### src/rtl/rob_alloc_if.sv
// Allocation handshake, credit and drain signals shared between the ROB
// allocation arbiter and its issue requesters.
interface rob_alloc_if #(
    parameter int NUM_REQ  = 4,
    parameter int ROB_ID_W = 4,
    parameter int SRC_W    = 2
) ();
    logic [NUM_REQ-1:0]  req_valid;
    logic [NUM_REQ-1:0]  req_ready;
    logic                alloc_valid;
    logic [ROB_ID_W-1:0] alloc_rob_id;
    logic [SRC_W-1:0]    alloc_src;
    logic                crdt_rtn;
    logic [ROB_ID_W:0]   crdt_avail;
    logic                drain_req;
    logic                drain_done;
    logic                crdt_err;

    modport master (
        output req_valid, crdt_rtn, drain_req,
        input  req_ready, alloc_valid, alloc_rob_id, alloc_src,
               crdt_avail, drain_done, crdt_err
    );

    modport slave (
        input  req_valid, crdt_rtn, drain_req,
        output req_ready, alloc_valid, alloc_rob_id, alloc_src,
               crdt_avail, drain_done, crdt_err
    );
endinterface

### src/rtl/rob_alloc_arb.sv
// Round-robin ROB entry allocator: zero-latency grant, credit tracking of free
// entries, and a drain mode that halts allocation until the ROB is empty.
module rob_alloc_arb #(
    parameter int NUM_REQ  = 4,
    parameter int ROB_SIZE = 16,
    parameter int ROB_ID_W = 4,
    parameter int SRC_W    = 2
) (
    input  logic         clk,
    input  logic         rst,
    rob_alloc_if.slave   bus
);

    typedef enum logic [1:0] {
        ST_RUN,
        ST_DRAIN,
        ST_DONE
    } state_t;

    localparam logic [ROB_ID_W:0] CRDT_FULL = (ROB_ID_W+1)'(ROB_SIZE);
    localparam logic [ROB_ID_W:0] CRDT_ONE  = (ROB_ID_W+1)'(1);

    state_t              state_q, state_d;
    logic [ROB_ID_W:0]   crdt_q, crdt_d;
    logic [ROB_ID_W-1:0] ptr_q, ptr_d;
    logic [SRC_W-1:0]    prio_q, prio_d;
    logic                err_q, err_d;

    logic                gnt;
    logic [SRC_W-1:0]    gnt_idx;

    // Requester index at distance off from base, wrapping at NUM_REQ.
    function automatic logic [SRC_W-1:0] rr_idx(input logic [SRC_W-1:0] base, input int off);
        int s;
        s = int'(base) + off;
        if (s >= NUM_REQ) s = s - NUM_REQ;
        return SRC_W'(s);
    endfunction

    // Scan from the lowest priority up so the last hit is the highest-priority requester.
    always_comb begin
        gnt     = 1'b0;
        gnt_idx = '0;
        if (!rst && state_q == ST_RUN && !bus.drain_req && crdt_q != '0) begin
            for (int k = NUM_REQ - 1; k >= 0; k--) begin
                if (bus.req_valid[rr_idx(prio_q, k)]) begin
                    gnt     = 1'b1;
                    gnt_idx = rr_idx(prio_q, k);
                end
            end
        end
    end

    always_comb begin
        bus.req_ready = '0;
        if (gnt) bus.req_ready[gnt_idx] = 1'b1;
    end

    assign bus.alloc_valid  = gnt;
    assign bus.alloc_rob_id = ptr_q;
    assign bus.alloc_src    = gnt_idx;
    assign bus.crdt_avail   = crdt_q;
    assign bus.drain_done   = (state_q == ST_DONE);
    assign bus.crdt_err     = err_q;

    always_comb begin
        ptr_d   = ptr_q;
        prio_d  = prio_q;
        crdt_d  = crdt_q;
        err_d   = err_q;
        state_d = state_q;

        if (gnt) begin
            ptr_d  = ptr_q + ROB_ID_W'(1);
            prio_d = rr_idx(gnt_idx, 1);
        end

        // A return racing a grant cancels out; a return into a full pool is a protocol error.
        case ({gnt, bus.crdt_rtn})
            2'b10:   crdt_d = crdt_q - CRDT_ONE;
            2'b01: begin
                if (crdt_q == CRDT_FULL) err_d  = 1'b1;
                else                     crdt_d = crdt_q + CRDT_ONE;
            end
            default: ;
        endcase

        case (state_q)
            ST_RUN:   if (bus.drain_req)        state_d = ST_DRAIN;
            ST_DRAIN: if (crdt_q == CRDT_FULL)  state_d = ST_DONE;
            ST_DONE:  if (!bus.drain_req)       state_d = ST_RUN;
            default:                            state_d = ST_RUN;
        endcase
    end

    always_ff @(posedge clk) begin
        if (rst) begin
            state_q <= ST_RUN;
            crdt_q  <= CRDT_FULL;
            ptr_q   <= '0;
            prio_q  <= '0;
            err_q   <= 1'b0;
        end else begin
            state_q <= state_d;
            crdt_q  <= crdt_d;
            ptr_q   <= ptr_d;
            prio_q  <= prio_d;
            err_q   <= err_d;
        end
    end

endmodule

### src/flat_wrapper.sv
// flat-port wrapper written by rule: the top's interface ports become plain ports
module rob_alloc_arb_flat 
#(
    parameter int NUM_REQ  = 4,
    parameter int ROB_SIZE = 16,
    parameter int ROB_ID_W = 4,
    parameter int SRC_W    = 2
)
  (clk, rst, bus_req_valid, bus_crdt_rtn, bus_drain_req, bus_req_ready, bus_alloc_valid, bus_alloc_rob_id, bus_alloc_src, bus_crdt_avail, bus_drain_done, bus_crdt_err);
  rob_alloc_if #(.NUM_REQ(NUM_REQ), .ROB_ID_W(ROB_ID_W), .SRC_W(SRC_W)) bus_i ();
  input  logic clk;
  input  logic rst;
  input wire logic [$bits(bus_i.req_valid)-1:0] bus_req_valid;
  input wire logic [$bits(bus_i.crdt_rtn)-1:0] bus_crdt_rtn;
  input wire logic [$bits(bus_i.drain_req)-1:0] bus_drain_req;
  output wire logic [$bits(bus_i.req_ready)-1:0] bus_req_ready;
  output wire logic [$bits(bus_i.alloc_valid)-1:0] bus_alloc_valid;
  output wire logic [$bits(bus_i.alloc_rob_id)-1:0] bus_alloc_rob_id;
  output wire logic [$bits(bus_i.alloc_src)-1:0] bus_alloc_src;
  output wire logic [$bits(bus_i.crdt_avail)-1:0] bus_crdt_avail;
  output wire logic [$bits(bus_i.drain_done)-1:0] bus_drain_done;
  output wire logic [$bits(bus_i.crdt_err)-1:0] bus_crdt_err;
  assign bus_i.req_valid = bus_req_valid;
  assign bus_i.crdt_rtn = bus_crdt_rtn;
  assign bus_i.drain_req = bus_drain_req;
  assign bus_req_ready = bus_i.req_ready;
  assign bus_alloc_valid = bus_i.alloc_valid;
  assign bus_alloc_rob_id = bus_i.alloc_rob_id;
  assign bus_alloc_src = bus_i.alloc_src;
  assign bus_crdt_avail = bus_i.crdt_avail;
  assign bus_drain_done = bus_i.drain_done;
  assign bus_crdt_err = bus_i.crdt_err;
  rob_alloc_arb #(.NUM_REQ(NUM_REQ), .ROB_SIZE(ROB_SIZE), .ROB_ID_W(ROB_ID_W), .SRC_W(SRC_W)) u_core (.clk(clk), .rst(rst), .bus(bus_i));
endmodule
### config.mk
export PLATFORM = sky130hd
export DESIGN_NAME = rob_alloc_arb_flat
export DESIGN_NICKNAME = d
export VERILOG_FILES = /design/src/rtl/rob_alloc_if.sv /design/src/rtl/rob_alloc_arb.sv /design/src/flat_wrapper.sv
export SDC_FILE = /design/constraint.sdc
export NUM_CORES = 1
export LEC_CHECK = 0
export ABC_AREA = 1
export BUFFER_PORTS_ARGS = -buffer_cell sky130_fd_sc_hd__buf_2
export CAP_MARGIN = 20
export CORE_MARGIN = 3
export CORE_UTILIZATION = 53
export CTS_CLUSTER_DIAMETER = 30
export DETAILED_ROUTE_END_ITERATION = 6
export GPL_ROUTABILITY_DRIVEN = 0
export GPL_TIMING_DRIVEN = 1
export PLACE_DENSITY = 0.87
export SLEW_MARGIN = 20
export SYNTH_ARGS = -nofsm -noshare
export SYNTH_HDL_FRONTEND = slang
export SYNTH_SLANG_ARGS = --single-unit
### constraint.sdc
create_clock -name clk -period 3 [get_ports clk]
set_input_delay 0.6 -clock clk [delete_from_list [all_inputs] [get_ports clk]]
set_output_delay 0.6 -clock clk [all_outputs]
set_load 0.01 [all_outputs]
Word-level counts from Yosys, hierarchy flattened
Index checks and enable logic that the tools add are counted.

storage, ports and cells
  register bits = 14
  bits of input ports = 8
  output and inout bits = 18
  word-level logic and storage cells = 85

operators by class
  $add $sub $neg = 12
  order comparisons = 11
  equal/unequal tests = 9
  mux-type cells = 36
  reductions and logical operators = 12

operators by type and width
  kind                                                 number
  two-way mux 2 bit                                    17
  < comparator 2 x 3 -> 1 bit, second input constant   5
  >= comparator 3 bit, second input constant           4
  two-way mux 1 bit                                    10
  one-hot mux 5 bit (2 select lines)                   1
  subtractor 2 x 1 -> 2 bit, second input constant     5
  binary-select mux 1 bit (select 2 bit)               4
  adder 2 x 1 -> 3 bit, second input constant          2
  adder 2 x 2 -> 3 bit, second input constant          2
  != test 2 bit, second input constant                 3
  one-hot mux 2 bit (3 select lines)                   1
  adder 5 x 1 -> 5 bit, second input constant          1
  == test 5 bit, second input constant                 1
  two-way mux 5 bit                                    1
  nonzero test 5 bit                                   1
  subtractor 5 x 1 -> 5 bit, second input constant     1
  adder 4 x 1 -> 4 bit, second input constant          1
  == test 2 x 1 -> 1 bit, second input constant        2
  == test 2 bit, second input constant                 2
  logical AND 1 bit                                    4
  two-way mux 4 bit                                    1
  AND reduction 2 bit                                  2
  >= comparator 2 x 3 -> 1 bit, second input constant  1
  AND reduction 3 bit                                  1
  other kinds (6)                                      7

Logic depth before layout (Yosys ltp)
Gate-level depths: netlist of the first run.

  word-level depth = 17
  gate-level depth with buffers = 18
  depth with buffers taken out = 17

Least setup slack after synthesis of the first run
OpenSTA, ideal clock, no wires.

  kind = input-to-reg
  start point = input port bus_req_valid[0]
  end point = register u_core.crdt_q[4], in the netlist u_core.bus.crdt_avail[4]
  setup time = 0.123 ns
  arrival = 2.262 ns
  required time = 2.877 ns
  slack = 0.616 ns
  stages on the path = 16
  buffers on the path = 0
  cells stage by stage = nand2_1 -> nand2_2 -> nand2_2 -> nand2_4 -> nor2_4 -> a21oi_4 -> nor2_1 -> inv_1 -> ha_1 -> a21o_1 -> a31oi_1 -> inv_1 -> nand4_1 -> nand2_1 -> nand2_1 -> nand3_1

between the ends
  longest elaborated chain between the ends = 10
  elaborated cells between the ends (all ways) = 19
  classes of those cells = eq/ne: 3; mux: 14; reduce/logical: 2

RTL lines
  what                                                                  line                  source
  start, declared                                                       flat_wrapper.sv:13    input wire logic [$bits(bus_i.req_valid)-1:0] bus_req_valid;
  binary-select mux 1 bit (select 2 bit)                                rob_alloc_arb.sv:46   if (bus.req_valid[rr_idx(prio_q, k)]) begin
  two-way mux 1 bit (implied by the code)                               rob_alloc_arb.sv:46
  two-way mux 1 bit (3 in a row)                                        rob_alloc_arb.sv:46
  two-way mux 1 bit (*)                                                 rob_alloc_arb.sv:46
  two-way mux 1 bit (*)                                                 rob_alloc_arb.sv:44   if (!rst && state_q == ST_RUN && !bus.drain_req && crdt_q != '0) begin
  net bus_alloc_valid                                                   flat_wrapper.sv:17    output wire logic [$bits(bus_i.alloc_valid)-1:0] bus_alloc_valid;
  == test 2 x 1 -> 1 bit / == test 2 bit (equally long branches)        rob_alloc_arb.sv:79   case ({gnt, bus.crdt_rtn})
  != test 2 bit (no line) / nonzero test 2 bit (equally long branches)  n/a
  AND reduction 2 bit (no line)                                         n/a
  end signal, assigned                                                  rob_alloc_arb.sv:105  crdt_q <= crdt_d;
  end, declared                                                         rob_alloc_arb.sv:24   logic [ROB_ID_W:0] crdt_q, crdt_d;

Mark *: on every way through the listed nets, which the timed path passes. The rest lies on a longest branch. The select of a mux whose other input is x is not followed.
A chain may end at the register's enable or synchronous reset.

Worst setup path after layout of the first run
  start point = register u_core.prio_q[0]
  end point = output port bus_req_ready[1]

between the ends
  longest elaborated chain between the ends = 16
  elaborated cells between the ends (all ways) = 43
  classes of those cells = add/sub: 7; order compare: 6; mux: 29; reduce/logical: 1

RTL lines
  what                                                                                                      line                  source
  start, declared                                                                                           rob_alloc_arb.sv:26   logic [SRC_W-1:0] prio_q, prio_d;
  start signal, assigned                                                                                    rob_alloc_arb.sv:107  prio_q <= prio_d;
  adder 2 x 2 -> 3 bit                                                                                      rob_alloc_arb.sv:35   s = int'(base) + off;
  >= comparator 3 bit / subtractor 2 x 1 -> 2 bit (equally long branches)                                   rob_alloc_arb.sv:36   if (s >= NUM_REQ) s = s - NUM_REQ;
  two-way mux 2 bit                                                                                         rob_alloc_arb.sv:36
  two-way mux 2 bit                                                                                         rob_alloc_arb.sv:44
  binary-select mux 1 bit (select 2 bit)                                                                    rob_alloc_arb.sv:46
  two-way mux 1 bit (implied by the code)                                                                   rob_alloc_arb.sv:46
  two-way mux 2 bit (4 in a row)                                                                            rob_alloc_arb.sv:46
  two-way mux 2 bit                                                                                         rob_alloc_arb.sv:44
  < comparator 2 x 3 -> 1 bit (implied by the code) / >= comparator 2 x 1 -> 1 bit (equally long branches)  rob_alloc_arb.sv:56   if (gnt) bus.req_ready[gnt_idx] = 1'b1;
  logical AND 1 bit (implied by the code)                                                                   rob_alloc_arb.sv:56
  two-way mux 1 bit (implied by the code)                                                                   rob_alloc_arb.sv:56
  demux 1 bit (select 2 bit)                                                                                n/a
  two-way mux 4 bit (*)                                                                                     rob_alloc_arb.sv:56
  end, declared                                                                                             flat_wrapper.sv:16    output wire logic [$bits(bus_i.req_ready)-1:0] bus_req_ready;

Every way passes the cells marked *; elsewhere a longest branch is shown, timed or not. The select of a mux whose other input is x is not followed.

==> results.json, run 1 <==
{
  "outcome": "complete, no violations",
  "hold_class": "reg -> reg",
  "synth_area_leaders": "dfxtp_1 (24%), nand2_1 (8.9%), ha_1 (8.7%), inv_1 (8.5%), nand2_2 (7.1%)",
  "dieArea_sq_mm": 0.00275,
  "synthAdderAreaFrac_pct": 10.5,
  "grt_pass1_vias": 1049,
  "core.rowCount": 16,
  "drc_errors": 0,
  "avgViaCountPerCell": 5.14,
  "finalHoldViolCount": 0,
  "layout_setup_ws_ns": 0.272,
  "fin_crit_ns": 2.73,
  "vias": 1120,
  "clk_pin_slew_ns": 0.08,
  "ys_ff_latch": 14,
  "pin_count": 26,
  "instances_no_fill": 218,
  "port_buffers": 25,
  "post_dp_cell_area_sq_mm": 0.00129,
  "synth_top_cell_by_area": "dfxtp_1",
  "post_cts_buffers": 0,
  "synth_seq_area_share_pct": 24.5,
  "finalSetupViolations": 0,
  "grt_pass1_wl_mm": 4.38,
  "cts_made_buffers": 3,
  "max-vdd-ir-drop_mv": 0.500,
  "final.setup_skew_ns": 0.00108,
  "synth_top_family_by_area": "simple AND/OR/NAND/NOR gates",
  "yosysUniqueCellTypes": 32,
  "antenna_cells": 0,
  "p_comb_share_pct": 59.1,
  "crit_type": "reg -> out",
  "grt_usage_pct": 20.7,
  "fin_crit_sh_pct": 90.9,
  "power.density_mw_per_mm2": 750,
  "yosys_warnings": 0,
  "syn_inst": 164,
  "core_area_sq_mm": 0.00200,
  "total_power_uw": 987,
  "fin_setup_tns_ns": 0,
  "dieHeight_um": 52.5,
  "worst_setup_path_end_kind": "primary output",
  "power_frac_seq_pct": 30.2,
  "syn_nets": 181,
  "cts_tree": "built",
  "synth_compound_area_share_pct": 11.9,
  "utilization_pct": 65.7,
  "syn_area_per_cell_sq_um": 6.98,
  "synth_top_area_share_pct": 24.5,
  "fmax_mhz": 367,
  "antenna_found_initial": 0,
  "slew_headroom_pct": 76.7,
  "synth_simple_gate_area_share_pct": 39.0,
  "start_kind": "flop",
  "dpl.hpwl_mm": 2.02,
  "initial_core_util_pct": 57.2,
  "synth-edff-count": 0,
  "postLayoutCellArea_sq_mm": 0.00132,
  "clock-sinks": 14,
  "async_flop_share_pct": 0,
  "nNetsFinal": 210,
  "drtPass1Iterations": 4,
  "switchingPower_uw": 476,
  "placedCellCount": 215,
  "wl_per_cell_um": 11.3,
  "maxSlewViolCount": 0,
  "clock_latency_ns": 0.28,
  "leakagePower_nw": 0.706,
  "grt_max_degree": 14,
  "fin_hold_ws_ns": 0.450,
  "die_x_um": 52.5,
  "p_clk_share_pct": 10.7,
  "ant_nets": 0,
  "place_ws_ns": 0.381,
  "crit_fanout": 10,
  "overflow": 0,
  "cts_root_buffer": "clkbuf_4",
  "synth_top_flop_cell": "dfxtp_1",
  "cts-htree-levels": 1,
  "drt_iter0_drc": 20,
  "grt_setup_unrepaired": "no",
  "tightest_slew_ns": 0.347,
  "postCtsHoldBufs": 0,
  "intPower_uw": 510,
  "cp.required_ns": 2.40,
  "syn2layout_area_growth_pct": 14.9,
  "wirelength_mm": 2.46,
  "drive_gt1_share_pct": 29.8,
  "drv_cap": 0,
  "worstPathArrival_ns": 2.13,
  "synth_area_sq_mm": 0.00114,
  "cts.path.max_buffers": 2,
  "swShare_pct": 48.3,
  "synthXorXnorAreaFrac_pct": 1.53,
  "synthMuxAreaShare_pct": 0
}
## layout by cell type (no fill, tap or decap), drive strengths merged
cell | synthesis | final
ha | 8 | 8
nor3b | 1 | 1
a22oi | 1 | 1
nor3 | 2 | 2
a21o | 1 | 1
nand2 | 43 | 43
nand4 | 4 | 4
xnor2 | 1 | 1
dfxtp | 14 | 14
clkbuf | 0 | 3
a31oi | 1 | 1
a21oi | 6 | 6
nand3 | 12 | 12
o21ai | 11 | 11
xor2 | 1 | 1
inv | 29 | 29
fa | 1 | 1
nand3b | 1 | 1
o211ai | 1 | 1
buf | 3 | 27
o21bai | 1 | 1
nor2 | 22 | 22
## state kept, by name, indices dropped and copies added, names as in the netlist
signal                   cells
u_core.bus.crdt_avail        5
u_core.bus.alloc_rob_id      4
u_core.prio_q                2
u_core.state_q               2
u_core.bus.crdt_err          1
## path summary, 6_finish.rpt
kind / slack [ns] / depth (start not counted) / startpoint / endpoint
worst max-delay path: 0.27 / 10 / u_core.prio_q[0] / bus_req_ready[1]
worst min-delay path: 0.45 / 2 / u_core.bus.crdt_err / u_core.bus.crdt_err
worst max register to register: 0.54 / 17 / u_core.prio_q[0] / u_core.bus.crdt_avail[4]
worst min register to register: 0.45 / 2 / u_core.bus.crdt_err / u_core.bus.crdt_err
## power by group through the flow
stage,logic (mW),registers [mW],clock network [mW]
after floorplan,0.440,0.303,0
after global placement,0.562,0.297,0
after detailed placement,0.582,0.302,0
after CTS,0.585,0.297,0.109
after global routing,0.661,0.305,0.117
final,0.583,0.298,0.105
## final cells by class
| type | count | area [sq um] |
|---|---|---|
| inverter | 29 | 116 |
| sequential | 14 | 282 |
| fill | 190 | 687 |
| clock buffer | 3 | 22.5 |
| multi-input combinational | 118 | 721 |
| tap | 27 | 33.8 |
| timing repair buffer | 27 | 140 |
## cell families (layout without fill, tap and decap cells)
logic type,Yosys count,in the layout
xor+xnor,2,2
buf+inv,32,59
flops,14,14
fa+ha+maj,9,9
compound gates,22,22
simple gates,85,85
## per-layer routing
layer	part of all wire, %	GRT usage, %	routed length [um]	up-vias
li1	-	-	-	576
met1	43	23.6	1060	517
met2	52	38.4	1270	23
met3	4.6	5.41	112	4
met4	0.57	3.83	14	0
met5	0	0	0	-
## synth_stat cells, types with 2 or more instances
library cell and count:
o21ai_1 3, nand4_1 4, o21ai_0 7, nor2_4 2
buf_6 2, nor2_1 20, a21oi_1 5, inv_2 2
nand2_2 13, nand3_1 11, nand2_1 27, ha_1 8
inv_1 26, dfxtp_1 14, nand2_4 3
## repair_timing
item / CTS / global route
hold endpoints to repair: 0 / 0
gates resized for setup: 0 / 1
setup endpoints to repair: 0 / 3
## critical path: stages (launching register included)
cell      delay [ns]
dfxtp_2         0.48
inv_8           0.07
o21ai_2         0.21
nor2_4          0.07
o21bai_1        0.17
o211ai_1        0.32
inv_2           0.10
ha_1            0.20
inv_1           0.05
nor2_1          0.03
buf_2           0.13
Power figures use the tool's default switching activity.
==> inputs of run 2 (changes only) <==
--- a/config.mk
+++ b/config.mk
@@ -9,12 +9,13 @@
 export BUFFER_PORTS_ARGS = -buffer_cell sky130_fd_sc_hd__buf_2
 export CAP_MARGIN = 20
 export CORE_MARGIN = 3
-export CORE_UTILIZATION = 53
+export CORE_UTILIZATION = 55
+export CTS_BUF_LIST = sky130_fd_sc_hd__clkbuf_8
 export CTS_CLUSTER_DIAMETER = 30
 export DETAILED_ROUTE_END_ITERATION = 6
 export GPL_ROUTABILITY_DRIVEN = 0
 export GPL_TIMING_DRIVEN = 1
-export PLACE_DENSITY = 0.87
+export PLACE_DENSITY = 0.89
 export SLEW_MARGIN = 20
 export SYNTH_ARGS = -nofsm -noshare
 export SYNTH_HDL_FRONTEND = slang
==> results.json, run 2 (synthesis gave the netlist of run 1 again) <==
{
  "drive_gt1_share_pct": 29.8,
  "max-vdd-ir-drop_mv": 0.574,
  "cts-htree-levels": 1,
  "drtPass1Iterations": 4,
  "clk_pin_slew_ns": 0.06,
  "drt_iter0_drc": 20,
  "grt_setup_unrepaired": "no",
  "dieHeight_um": 51.6,
  "wirelength_mm": 2.57,
  "vias": 1121,
  "cts.path.max_buffers": 2,
  "worst_setup_path_end_kind": "primary output",
  "hold_class": "reg -> reg",
  "leakagePower_nw": 0.714,
  "finalHoldViolCount": 0,
  "port_buffers": 25,
  "grt_pass1_vias": 1081,
  "final_cell_mix": "nand2_1 (27), inv_1 (26), buf_2 (25)",
  "avgViaCountPerCell": 5.19,
  "cp.required_ns": 2.40,
  "antenna_found_initial": 0,
  "drc_errors": 0,
  "outcome": "complete, no violations",
  "postCtsHoldBufs": 0,
  "cts_made_buffers": 3,
  "fin_crit_ns": 2.70,
  "overflow": 0,
  "final.setup_skew_ns": 0.00112,
  "antenna_cells": 0,
  "fmax_mhz": 370,
  "clock-sinks": 14,
  "dpl.hpwl_mm": 2.03,
  "tightest_slew_ns": 0.347,
  "grt_pass1_wl_mm": 4.38,
  "worstPathArrival_ns": 2.10,
  "start_kind": "flop",
  "cts_root_buffer": "clkbuf_8",
  "slew_headroom_pct": 76.7,
  "ant_nets": 0,
  "wl_per_cell_um": 11.9,
  "crit_type": "reg -> out",
  "dieArea_sq_mm": 0.00267,
  "cts_tree": "built",
  "crit_fanout": 10,
  "fin_hold_ws_ns": 0.474,
  "core.rowCount": 15,
  "post_cts_buffers": 0,
  "nNetsFinal": 210,
  "grt_max_degree": 14,
  "syn2layout_area_growth_pct": 16.3,
  "fin_crit_sh_pct": 90.0,
  "cts_resized": 0,
  "maxSlewViolCount": 0,
  "die_x_um": 51.6,
  "initial_core_util_pct": 62.2,
  "finalSetupViolations": 0,
  "power.density_mw_per_mm2": 785,
  "largest_reg_flops": 5,
  "core_area_sq_mm": 0.00184,
  "clock_latency_ns": 0.24,
  "grt_usage_pct": 21.7,
  "pin_count": 26,
  "layout_commonest_cell": "nand2_1",
  "drv_cap": 0,
  "fin_setup_tns_ns": 0
}
==> run 2: cell counts in the layout (fill, tap and decap cells not counted) <==
No cell type changed its count.
==> run 2: per-stage QoR <==
step | worst slack [ns] | utilization [%] | cells | cell area [sq um] | power [mW]
2_1_floorplan | 0.616 | - | 164 | 1140 | 0.742
3_3_place_gp | 0.434 | 70.1 | 213 | 1290 | 0.855
3_5_place_dp | 0.314 | 70.1 | 213 | 1290 | 0.882
4_1_cts | 0.133 | 72.3 | 216 | 1330 | 1.04
5_1_grt | 0.113 | 72.4 | 216 | 1330 | 1.14
6_report | 0.300 | 72.4 | 216 | 1330 | 1.04
==> run 2: path summary, 6_finish.rpt <==
| check | start | endpoint | slack, ns | depth (start not counted) |
|---|---|---|---|---|
| setup reg to reg | u_core.prio_q[0] | u_core.bus.crdt_avail[4] | 0.48 | 17 |
| hold reg to reg | u_core.bus.crdt_err | u_core.bus.crdt_err | 0.47 | 2 |
| hold / removal | u_core.bus.crdt_err | u_core.bus.crdt_err | 0.47 | 2 |
| setup / recovery | u_core.prio_q[0] | bus_req_ready[3] | 0.30 | 11 |
==> run 2: critical path: stages (launching register included) <==
cell and delay (ns):
dfxtp_2 0.48, nand2_1 0.10, nand2_2 0.12, nand2_1 0.08, o21ai_1 0.12, o21bai_1 0.11, o211ai_1 0.32, inv_2 0.10
ha_1 0.20, inv_1 0.05, nor2_1 0.04, buf_2 0.13
==> run 2: report_power, final <==
part	switching (mW)	internal [mW]
sequential	0.0618	0.238
combinational	0.363	0.227
clock	0.0655	0.0888
total	0.491	0.554
==> run 2: layout make-up <==
cell class	instances	area, sq um
Fill cell	151	508
Clock buffer	3	41.3
Sequential cell	14	282
Timing Repair Buffer	27	140
Tap cell	25	31.3
Multi-Input combinational cell	118	721
Inverter	29	116
==> run 2: routing by layer <==
layer / routed length, um / up-vias / GRT usage [%]
li1: - / 573 / -
met1: 1160 / 507 / 26.2
met2: 1230 / 33 / 37.3
met3: 129 / 8 / 2.58
met4: 57 / 0 / 11.4
met5: 0 / - / 0
